File: src/rtl/alu_exec_if.sv
// rtl/alu_exec_if.sv - request/response handshake bundle for alu_exec_unit
interface alu_exec_if #(
  parameter int XLEN = 32
);
  logic            in_valid;
  logic            in_ready;
  logic [3:0]      alu_control;
  logic [XLEN-1:0] src_a;
  logic [XLEN-1:0] src_b;
  logic            out_valid;
  logic            out_ready;
  logic [XLEN-1:0] result;
  logic            zero;
  logic            illegal;

  modport master (
    output in_valid, alu_control, src_a, src_b, out_ready,
    input  in_ready, out_valid, result, zero, illegal
  );

  modport slave (
    input  in_valid, alu_control, src_a, src_b, out_ready,
    output in_ready, out_valid, result, zero, illegal
  );
endinterface

File: src/rtl/alu_exec_unit.sv
// rtl/alu_exec_unit.sv - multi-cycle integer execution unit, serial 1-bit/cycle shifter
// ALU_BARREL_SHIFT_EN selects a single-cycle barrel shifter instead.
module alu_exec_unit #(
  parameter int XLEN    = 32,
  parameter int SHAMT_W = 5
) (
  input logic       clk,
  input logic       rst_n,
  alu_exec_if.slave bus
);

  localparam logic [3:0] OP_ADD   = 4'b0000;
  localparam logic [3:0] OP_SUB   = 4'b0001;
  localparam logic [3:0] OP_AND   = 4'b0010;
  localparam logic [3:0] OP_OR    = 4'b0011;
  localparam logic [3:0] OP_XOR   = 4'b0100;
  localparam logic [3:0] OP_SLT   = 4'b0101;
  localparam logic [3:0] OP_SLTU  = 4'b0110;
  localparam logic [3:0] OP_AUIPC = 4'b1000;
  localparam logic [3:0] OP_LUI   = 4'b1001;
  localparam logic [3:0] OP_SLL   = 4'b1010;
  localparam logic [3:0] OP_SRA   = 4'b1011;
  localparam logic [3:0] OP_SRL   = 4'b1100;

  typedef enum logic [1:0] {
    IDLE  = 2'd0,
    SHIFT = 2'd1,
    DONE  = 2'd2
  } state_t;

  state_t               state;
  state_t               state_nxt;
  logic [SHAMT_W-1:0]   shamt;
  logic [XLEN-1:0]      imm_res;
  logic                 imm_ill;
  logic                 go_shift;
  logic [XLEN-1:0]      result_q;
  logic                 zero_q;
  logic                 illegal_q;

`ifndef ALU_BARREL_SHIFT_EN
  logic [3:0]           op_q;
  logic [XLEN-1:0]      work_q;
  logic [XLEN-1:0]      step_res;
  logic [SHAMT_W-1:0]   cnt_q;
`endif

  assign shamt = bus.src_b[SHAMT_W-1:0];

  // Single-cycle result; in the serial build this also covers shifts by zero.
  always_comb begin
    imm_res = '0;
    imm_ill = 1'b0;
    case (bus.alu_control)
      OP_ADD:   imm_res = bus.src_a + bus.src_b;
      OP_SUB:   imm_res = bus.src_a - bus.src_b;
      OP_AND:   imm_res = bus.src_a & bus.src_b;
      OP_OR:    imm_res = bus.src_a | bus.src_b;
      OP_XOR:   imm_res = bus.src_a ^ bus.src_b;
      OP_SLT:   imm_res = {{(XLEN-1){1'b0}}, $signed(bus.src_a) < $signed(bus.src_b)};
      OP_SLTU:  imm_res = {{(XLEN-1){1'b0}}, bus.src_a < bus.src_b};
      OP_AUIPC: imm_res = bus.src_a + bus.src_b;
      OP_LUI:   imm_res = bus.src_b;
`ifdef ALU_BARREL_SHIFT_EN
      OP_SLL:   imm_res = bus.src_a << shamt;
      OP_SRA:   imm_res = $signed(bus.src_a) >>> shamt;
      OP_SRL:   imm_res = bus.src_a >> shamt;
`else
      OP_SLL, OP_SRA, OP_SRL: imm_res = bus.src_a;
`endif
      default:  imm_ill = 1'b1;
    endcase
  end

`ifdef ALU_BARREL_SHIFT_EN
  assign go_shift = 1'b0;
`else
  assign go_shift = ((bus.alu_control == OP_SLL) || (bus.alu_control == OP_SRA) ||
                     (bus.alu_control == OP_SRL)) && (shamt != '0);

  always_comb begin
    case (op_q)
      OP_SLL:  step_res = {work_q[XLEN-2:0], 1'b0};
      OP_SRA:  step_res = {work_q[XLEN-1], work_q[XLEN-1:1]};
      default: step_res = {1'b0, work_q[XLEN-1:1]};
    endcase
  end
`endif

  always_ff @(posedge clk or negedge rst_n) begin
    if (!rst_n) begin
      state <= IDLE;
    end else begin
      state <= state_nxt;
    end
  end

  always_comb begin
    state_nxt = state;
    case (state)
      IDLE: begin
        if (bus.in_valid) begin
          state_nxt = go_shift ? SHIFT : DONE;
        end
      end
      SHIFT: begin
`ifndef ALU_BARREL_SHIFT_EN
        if (cnt_q == SHAMT_W'(1)) begin
          state_nxt = DONE;
        end
`endif
      end
      DONE: begin
        if (bus.out_ready) begin
          state_nxt = IDLE;
        end
      end
      default: state_nxt = IDLE;
    endcase
  end

  always_comb begin
    bus.in_ready  = (state == IDLE);
    bus.out_valid = (state == DONE);
    bus.result    = result_q;
    bus.zero      = zero_q;
    bus.illegal   = illegal_q;
  end

  // Result/flags change only on accept or on the final shift step, so they hold under backpressure.
  always_ff @(posedge clk or negedge rst_n) begin
    if (!rst_n) begin
      result_q  <= '0;
      zero_q    <= 1'b1;
      illegal_q <= 1'b0;
`ifndef ALU_BARREL_SHIFT_EN
      op_q      <= '0;
      work_q    <= '0;
      cnt_q     <= '0;
`endif
    end else begin
      case (state)
        IDLE: begin
          if (bus.in_valid) begin
            if (!go_shift) begin
              result_q  <= imm_res;
              zero_q    <= (imm_res == '0);
              illegal_q <= imm_ill;
            end
`ifndef ALU_BARREL_SHIFT_EN
            op_q   <= bus.alu_control;
            work_q <= bus.src_a;
            cnt_q  <= shamt;
`endif
          end
        end
`ifndef ALU_BARREL_SHIFT_EN
        SHIFT: begin
          work_q <= step_res;
          cnt_q  <= cnt_q - SHAMT_W'(1);
          if (cnt_q == SHAMT_W'(1)) begin
            result_q  <= step_res;
            zero_q    <= (step_res == '0);
            illegal_q <= 1'b0;
          end
        end
`endif
        default: begin
        end
      endcase
    end
  end

endmodule

File: src/flat_wrapper.sv
// flat-port wrapper written by rule: the top's interface ports become plain ports
module alu_exec_unit_flat 
#(
  parameter int XLEN    = 32,
  parameter int SHAMT_W = 5
)
  (clk, rst_n, bus_in_valid, bus_alu_control, bus_src_a, bus_src_b, bus_out_ready, bus_in_ready, bus_out_valid, bus_result, bus_zero, bus_illegal);
  alu_exec_if #(.XLEN(XLEN)) bus_i ();
  input logic clk;
  input logic rst_n;
  input wire logic [$bits(bus_i.in_valid)-1:0] bus_in_valid;
  input wire logic [$bits(bus_i.alu_control)-1:0] bus_alu_control;
  input wire logic [$bits(bus_i.src_a)-1:0] bus_src_a;
  input wire logic [$bits(bus_i.src_b)-1:0] bus_src_b;
  input wire logic [$bits(bus_i.out_ready)-1:0] bus_out_ready;
  output wire logic [$bits(bus_i.in_ready)-1:0] bus_in_ready;
  output wire logic [$bits(bus_i.out_valid)-1:0] bus_out_valid;
  output wire logic [$bits(bus_i.result)-1:0] bus_result;
  output wire logic [$bits(bus_i.zero)-1:0] bus_zero;
  output wire logic [$bits(bus_i.illegal)-1:0] bus_illegal;
  assign bus_i.in_valid = bus_in_valid;
  assign bus_i.alu_control = bus_alu_control;
  assign bus_i.src_a = bus_src_a;
  assign bus_i.src_b = bus_src_b;
  assign bus_i.out_ready = bus_out_ready;
  assign bus_in_ready = bus_i.in_ready;
  assign bus_out_valid = bus_i.out_valid;
  assign bus_result = bus_i.result;
  assign bus_zero = bus_i.zero;
  assign bus_illegal = bus_i.illegal;
  alu_exec_unit #(.XLEN(XLEN), .SHAMT_W(SHAMT_W)) u_core (.clk(clk), .rst_n(rst_n), .bus(bus_i));
endmodule
File: config.mk
export PLATFORM = sky130hd
export DESIGN_NAME = alu_exec_unit_flat
export DESIGN_NICKNAME = d
export VERILOG_FILES = /design/src/rtl/alu_exec_if.sv /design/src/rtl/alu_exec_unit.sv /design/src/flat_wrapper.sv
export SDC_FILE = /design/constraint.sdc
export NUM_CORES = 1
export LEC_CHECK = 0
export BUFFER_PORTS_ARGS = -buffer_cell sky130_fd_sc_hd__buf_4
export CORE_UTILIZATION = 30
export CTS_CLUSTER_SIZE = 28
export DETAILED_ROUTE_END_ITERATION = 8
export GPL_TIMING_DRIVEN = 0
export PLACE_DENSITY = 0.44
export RECOVER_POWER = 50
export SETUP_SLACK_MARGIN = 0.3
export SLEW_MARGIN = 20
export SYNTH_ARGS = -nofsm -noshare
export SYNTH_HDL_FRONTEND = slang
export SYNTH_SLANG_ARGS = --single-unit
File: constraint.sdc
create_clock -name clk -period 2.93 [get_ports clk]
set_input_delay 0.293 -clock clk [delete_from_list [all_inputs] [get_ports clk]]
set_output_delay 0.293 -clock clk [all_outputs]
set_load 0.05 [all_outputs]
==> results of run 1 <==
-- final cells by class --
| type | instances | area, um2 | area share (%) |
|---|---|---|---|
| Buffer | 97 | 555.5 | 4.006 |
| Clock buffer | 12 | 246.5 | 1.777 |
| Clock inverter | 4 | 47.55 | 0.3428 |
| Inverter | 100 | 417.9 | 3.013 |
| Multi-Input combinational cell | 1095 | 8638 | 62.29 |
| Sequential cell | 77 | 1928 | 13.90 |
| Tap cell | 442 | 553.0 | 3.988 |
| Timing Repair Buffer | 175 | 1481 | 10.68 |
-- synth_stat cells (all sizes together) (10+ instances only) --
cell type,count
ha,98
o21ai,134
and3,10
nor2b,15
nand3,28
a21oi,122
buf,24
a22oi,20
or3,14
o31ai,10
or2,12
nand2b,11
a31oi,13
nand2,132
o22ai,42
clkbuf,73
nor3,44
inv,100
o21bai,10
nor4,10
o22a,38
a211oi,19
nor2,91
a221oi,28
a21o,19
mux2i,31
dfrtp,76
-- logic make-up after synthesis --
| group | count (synthesis) |
|---|---|
| xor+xnor | 3 |
| flops | 77 |
| fa+ha+maj | 101 |
| mux | 36 |
| compound gates | 547 |
| simple gates | 408 |
| buf+inv | 197 |
-- path summary, 6_finish.rpt --
kind                       depth (start not counted)                              from  slack [ns]                           endpoint
setup / recovery                                  16                      bus_src_a[0]       -0.52        u_core.bus.zero$_DFFE_PN1P_
hold / removal                                     2                     bus_out_ready        0.12        u_core.state[1]$_DFFE_PN0P_
setup reg to reg                                  13       u_core.state[1]$_DFFE_PN0P_       -0.39        u_core.bus.zero$_DFFE_PN1P_
hold reg to reg                                    2  u_core.bus.result[7]$_DFFE_PN0P_        0.48   u_core.bus.result[7]$_DFFE_PN0P_
max in group asynchronous                          1                             rst_n        1.17      u_core.work_q[22]$_DFFE_PN0P_
min in group asynchronous                          1                             rst_n        0.52  u_core.bus.result[12]$_DFFE_PN0P_
-- state kept, by name, indices dropped and copies added, names as in the netlist --
signal / count
u_core.op_q: 4
u_core.cnt_q: 5
u_core.bus.result: 32
u_core.state: 2
u_core.bus.illegal: 1
u_core.work_q: 32
u_core.bus.zero: 1
-- metrics by stage --
stage                     utilization [%]  power, mW  hold WS (ns)  worst slack [ns]
after floorplan                         -      5.055     -0.002591           -0.2379
after CTS                           38.78      8.033        0.1121           -0.6323
after global placement              35.55      6.646        0.4632            -2.505
final                               42.30      8.340        0.1171           -0.5247
after global routing                42.30      8.828        0.1233           -0.6392
after detailed placement            35.66      6.657        0.4740            -1.940
-- timing repair --
action	CTS	global route
gates resized for setup	141	242
setup buffers	25	42
pin swaps	35	82
setup endpoints to repair	46	44
-- power groups by stage --
stage / combinational, mW / clock, mW / sequential [mW]
2_1_floorplan: 2.39 / 0 / 2.66
3_3_place_gp: 4.50 / 0 / 2.14
3_5_place_dp: 4.51 / 0 / 2.15
4_1_cts: 4.74 / 1.16 / 2.13
5_1_grt: 5.43 / 1.21 / 2.20
6_report: 5.05 / 1.14 / 2.14
-- metal layers --
metal	wire, um	track usage, %	up-vias	part of all wire [%]
li1	-	-	5473	-
met4	1351	9.058	0	2.7
met2	22600	45.75	527	45
met5	0	0	-	0
met1	22860	39.58	5977	46
met3	3026	3.028	84	6.1
==> out/qor.csv, run 1 <==
stage,metric,value,unit
outcome,status,finished with violations,
outcome,violations,"max-capacitance violations, max-slew violations, negative setup slack",
yosys,yosys_warnings,0,
grt,track_usage,28.49,%
clock_tree,hold_buffers,0,
layout,diodes,0,
power,comb_power_share,60.6,%
power,leakage,5.715,nW
floorplan,fp-row-count,66,
detailed_routing,vias,12060,
layout,final_nets,1727,
grt,grt_max_degree,78,
yosys,synth_top_family_by_area,compound AO/OA/AOI/OAI gates,
timing,hold_viol,0,
detailed_routing,drc,0,
yosys,async_flop_share,100.0,%
yosys,synth_xor_area_share,0.2606,%
yosys,synth_area_leaders,"dfrtp_1, ha_1, o21ai_0, a21oi_1, nand2_1",
run,maxCapViolations,1,
layout,final_area,13870,um2
layout,final_common_cell,buf_4,
grt,antenna_found_initial,0,
detailed_routing,viasPerCell,6.024,
critical_path,path_common_cell,nor2_1,
yosys,synth_top_cell_by_area,dfrtp_1,
place,placed_area,11690,um2
layout,area_delta_synth_final,37.55,%
power,cellInternalPower,4.051,mW
critical_path,cpPeakStageDelay,0.52,ns
yosys,ys_types,90,
yosys,synthMuxAreaShare,3.636,%
timing,relSlewSlack,-37.96,%
power,p_clk_share,13.7,%
power,power_switching,4.290,mW
yosys,synth_compound_area_share,36.85,%
floorplan,start_util,30.75,%
yosys,yosys.area_share.simple,19.48,%
yosys,syn-num-nets,1541,
power,peakVddDrop,0.3987,mV
detailed_routing,wl,49.84,mm
critical_path,start_kind,input pin,
yosys,synth_fa_ha_area_share,12.66,%
yosys,synth_edf_count,0,
critical_path,critPathMaxFanout,3,
place,dpl.hpwl,38.18,mm
grt,grt_pass1_vias,11180,
yosys,seq_area_frac_synth,19.12,%
yosys,synth_seq_cells,77,
grt,grt_pass1_wl,72.43,mm
timing,rsz0062_at_grt,true,
timing,period_minus_slack,3.455,ns
power,switching_share,51.43,%
place,port_buffers,106,
floorplan,fp.dieH,185.3,um
clock_tree,cts_tree,done,
timing,drv_slew,78,
floorplan,core_area,32780,um2
timing,period_share,117.9,%
floorplan,dieWidth,185.3,um
grt,grt_overflow,0,
layout,drive_above_1_share,29.10,%
floorplan,die_area,34340,um2
clock_tree,h-tree-depth,3,
detailed_routing,drt_iter0_markers,1219,
layout,final_cell_mix,"buf_4, nand2_1, a21oi_1",
detailed_routing,avgRoutedWirePerCell,24.90,um
layout,n_fill_cell,3427,
timing,worstMarginPinSlew,2.069,ns
timing,fmaxAchievable,289.5,MHz
timing,setup_tns,-2.526,ns
place,globalplace.congestion,0.9520,
critical_path,critPathKind,in2reg,
layout,instances_no_fill,2002,
clock_tree,path_clk_slew,0.06,ns
clock_tree,worstSkewPairLatency,0.35,ns
place,placed_cells,1919,
clock_tree,cts_root_buf,clkbuf_16,
clock_tree,cts_buffers,9,
critical_path,path_buf_inv,2,
critical_path,cp_top_family,simple AND/OR/NAND/NOR gates,
worst_hold_path,min_path_type,in2reg,
power,sequentialPowerShare,25.7,%
yosys,avgSynthCellArea,7.365,um2
detailed_routing,drt_pass1_iterations,6,
timing,setup_viol,11,
critical_path,critPathCaptureType,flop,
critical_path,critPathRequiredTime,3.22,ns
yosys,ys.flop_type,dfrtp_1,
timing,layout_setup_ws,-0.5247,ns
critical_path,cpMaxStageDelayCell,or4_1,
timing,finalClockSkew,0.006616,ns
critical_path,crit_chain,buf_12 -> buf_8 -> ha_4 -> fa_2 -> a211oi_4 -> o31a_1 -> nor2_1 -> nor2_1 -> o21ai_0 -> a21o_1 -> or4_1 -> or4_4 -> nor3_4 -> and4_4 -> nand3_4 -> nand2_2,
yosys,netlist_instances,1369,
clock_tree,clk_path_buf_depth,2,
detailed_routing,ant_nets,0,
yosys,synth_top_area_share,18.86,%
yosys,synth_area,10080,um2
floorplan,io_pins,108,
critical_path,critPathArrivalTime,3.75,ns
power,powerDensity,601.4,nW/um2
clock_tree,clock_sinks,77,
(Power assumes the default switching activity.)
==> run 2, diff against run 1 <==
--- a/config.mk
+++ b/config.mk
@@ -12,7 +12,7 @@
 export GPL_TIMING_DRIVEN = 0
 export PLACE_DENSITY = 0.44
 export RECOVER_POWER = 50
-export SETUP_SLACK_MARGIN = 0.3
+export SETUP_SLACK_MARGIN = 0.4
 export SLEW_MARGIN = 20
 export SYNTH_ARGS = -nofsm -noshare
 export SYNTH_HDL_FRONTEND = slang
==> run 2 against run 1 <==
  * Largest power group unchanged
  * Clock skew rose by 0.0048 ns
  * The run still ends with max-capacitance violations, max-slew violations, negative setup slack left
  * Critical path type unchanged
  * Hold slack improved by 0.00078 ns
  * Non-clock buffer count fell by 2
  * Critical endpoint unchanged
  * First-iteration DRC count rose by 8.0%
  * Critical path depth rose by 1
  * Combinational power fell by 1%
==> out/qor.csv, run 2 (synthesis results as in run 1) <==
stage,metric,value,unit
timing,period_share,123.8,%
detailed_routing,ant_nets,0,
outcome,status,finished with violations,
critical_path,cpPeakStageDelay,0.48,ns
clock_tree,path_clk_slew,0.07,ns
floorplan,die_area,34340,um2
power,total_power,8.392,mW
detailed_routing,avgRoutedWirePerCell,24.81,um
layout,n_fill_cell,3473,
floorplan,core_area,32780,um2
grt,grt_overflow,0,
layout,diodes,0,
floorplan,start_util,30.75,%
power,powerDensity,610.9,nW/um2
clock_tree,worstSkewPairLatency,0.34,ns
critical_path,start_kind,input pin,
critical_path,critPathKind,in2reg,
place,port_buffers,106,
grt,grt_pass1_vias,11310,
floorplan,dieWidth,185.3,um
critical_path,critPathArrivalTime,3.91,ns
place,dp_slack,-1.908,ns
timing,worstMarginPinSlew,2.039,ns
timing,fmaxAchievable,275.6,MHz
layout,area_delta_synth_final,36.25,%
place,dpl.hpwl,38.21,mm
timing,layout_setup_ws,-0.6984,ns
detailed_routing,wl,49.63,mm
layout,regArea,1928,um2
timing,setup_viol,10,
timing,drv_slew,78,
clock_tree,cts_buffers,9,
critical_path,crit_chain,buf_4 -> inv_4 -> ha_4 -> buf_8 -> or2_1 -> a211o_1 -> a2111oi_4 -> buf_4 -> a21oi_4 -> a211oi_2 -> o31ai_1 -> a211oi_1 -> o211a_1 -> nor4b_1 -> and4_1 -> nand3_2 -> nand2_1,
critical_path,cpMaxStageDelayCell,a2111oi_4,
layout,final_common_cell,buf_4,
grt,grt_max_degree,78,
timing,hold_viol,0,
layout,drive_above_1_share,29.53,%
floorplan,fp-row-count,66,
run,maxCapViolations,1,
timing,relSlewSlack,-35.92,%
critical_path,critPathRequiredTime,3.21,ns
detailed_routing,viasPerCell,6.022,
timing,period_minus_slack,3.628,ns
clock_tree,cts_tree,done,
grt,antenna_found_initial,0,
clock_tree,hold_buffers,0,
clock_tree,cts_root_buf,clkbuf_16,
place,placed_cells,1919,
clock_tree,clk_path_buf_depth,2,
detailed_routing,drc,0,
critical_path,critPathMaxFanout,3,
grt,track_usage,28.76,%
worst_hold_path,min_path_type,in2reg,
layout,final_nets,1725,
clock_tree,h-tree-depth,3,
power,leakage,5.685,nW
outcome,violations,"max-capacitance violations, max-slew violations, negative setup slack",
critical_path,path_common_cell,buf_4,
clock_tree,clock_sinks,77,
critical_path,path_buf_inv,4,
detailed_routing,drt_iter0_markers,1316,
place,globalplace.congestion,0.9242,
layout,multi_input_area,8492,um2
detailed_routing,drt_pass1_iterations,8,
timing,rsz0062_at_grt,true,
floorplan,fp.dieH,185.3,um
layout,instances_no_fill,2000,
critical_path,critPathCaptureType,flop,
layout,final_cell_mix,"buf_4, nand2_1, a21oi_1",
timing,setup_tns,-2.778,ns
detailed_routing,vias,12040,
floorplan,io_pins,108,
critical_path,cp_top_family,compound AO/OA/AOI/OAI gates,
grt,grt_pass1_wl,73.58,mm
power,peakVddDrop,0.4769,mV
timing,finalClockSkew,0.01139,ns
==> run 2: power by group <==
group / switching (mW) / internal [mW] / total [mW]
Clock: 0.488 / 0.755 / 1.24
Combinational: 3.22 / 1.79 / 5.00
Sequential: 0.574 / 1.57 / 2.15
==> run 2: final timing paths <==
kind	startpoint	end	slack [ns]	depth (start not counted)
max in group asynchronous	rst_n	u_core.cnt_q[3]$_DFFE_PN0P_	1.18	1
min	bus_out_ready	u_core.state[1]$_DFFE_PN0P_	0.12	2
min reg2reg	u_core.bus.illegal$_DFFE_PN0P_	u_core.bus.illegal$_DFFE_PN0P_	0.48	2
max	bus_src_b[5]	u_core.bus.zero$_DFFE_PN1P_	-0.70	17
min in group asynchronous	rst_n	u_core.bus.result[12]$_DFFE_PN0P_	0.53	1
max reg2reg	u_core.state[1]$_DFFE_PN0P_	u_core.bus.zero$_DFFE_PN1P_	-0.40	13
==> run 2: metrics by stage <==
stage	hold WS [ns]	utilization, %	cell area, um2
6_report	0.1179	41.90	13740
3_5_place_dp	0.4673	35.80	11740
2_1_floorplan	-0.002591	-	10350
4_1_cts	0.1139	40.08	13140
3_3_place_gp	0.4624	35.68	11700
5_1_grt	0.1175	41.90	13740
==> run 2: area by class of cell <==
type	instances	area share (%)
clock inverter	6	0.6922
sequential	77	14.04
timing repair buffer	173	10.46
buffer	97	4.153
clock buffer	10	1.667
multi-input combinational	1095	61.82
inverter	100	3.151
tap	442	4.026
==> run 2: repair_timing <==
item	CTS	global route
buffers inserted	36	29
cloned	0	0
pin swaps	51	47
setup endpoints to repair	52	41
resized for setup	223	134
==> run 2: worst reg2reg max path, delay by kind of cell, from the launching register on <==
family                 cells  cell delay, ns
DFF                        1            0.35
AOI/OAI and AO/OA          4            0.89
buffers and inverters      2            0.61
and+or+nand+nor            7            1.43
==> run 2: routing by layer <==
metal	up-vias	share of wire, %	routed length (um)	global-route usage (%)
li1	5483	-	-	-
met1	5895	45	22210	40.09
met2	565	46	22660	47.07
met3	100	6.4	3166	2.163
met4	0	3.2	1584	8.331
met5	-	0	0	0
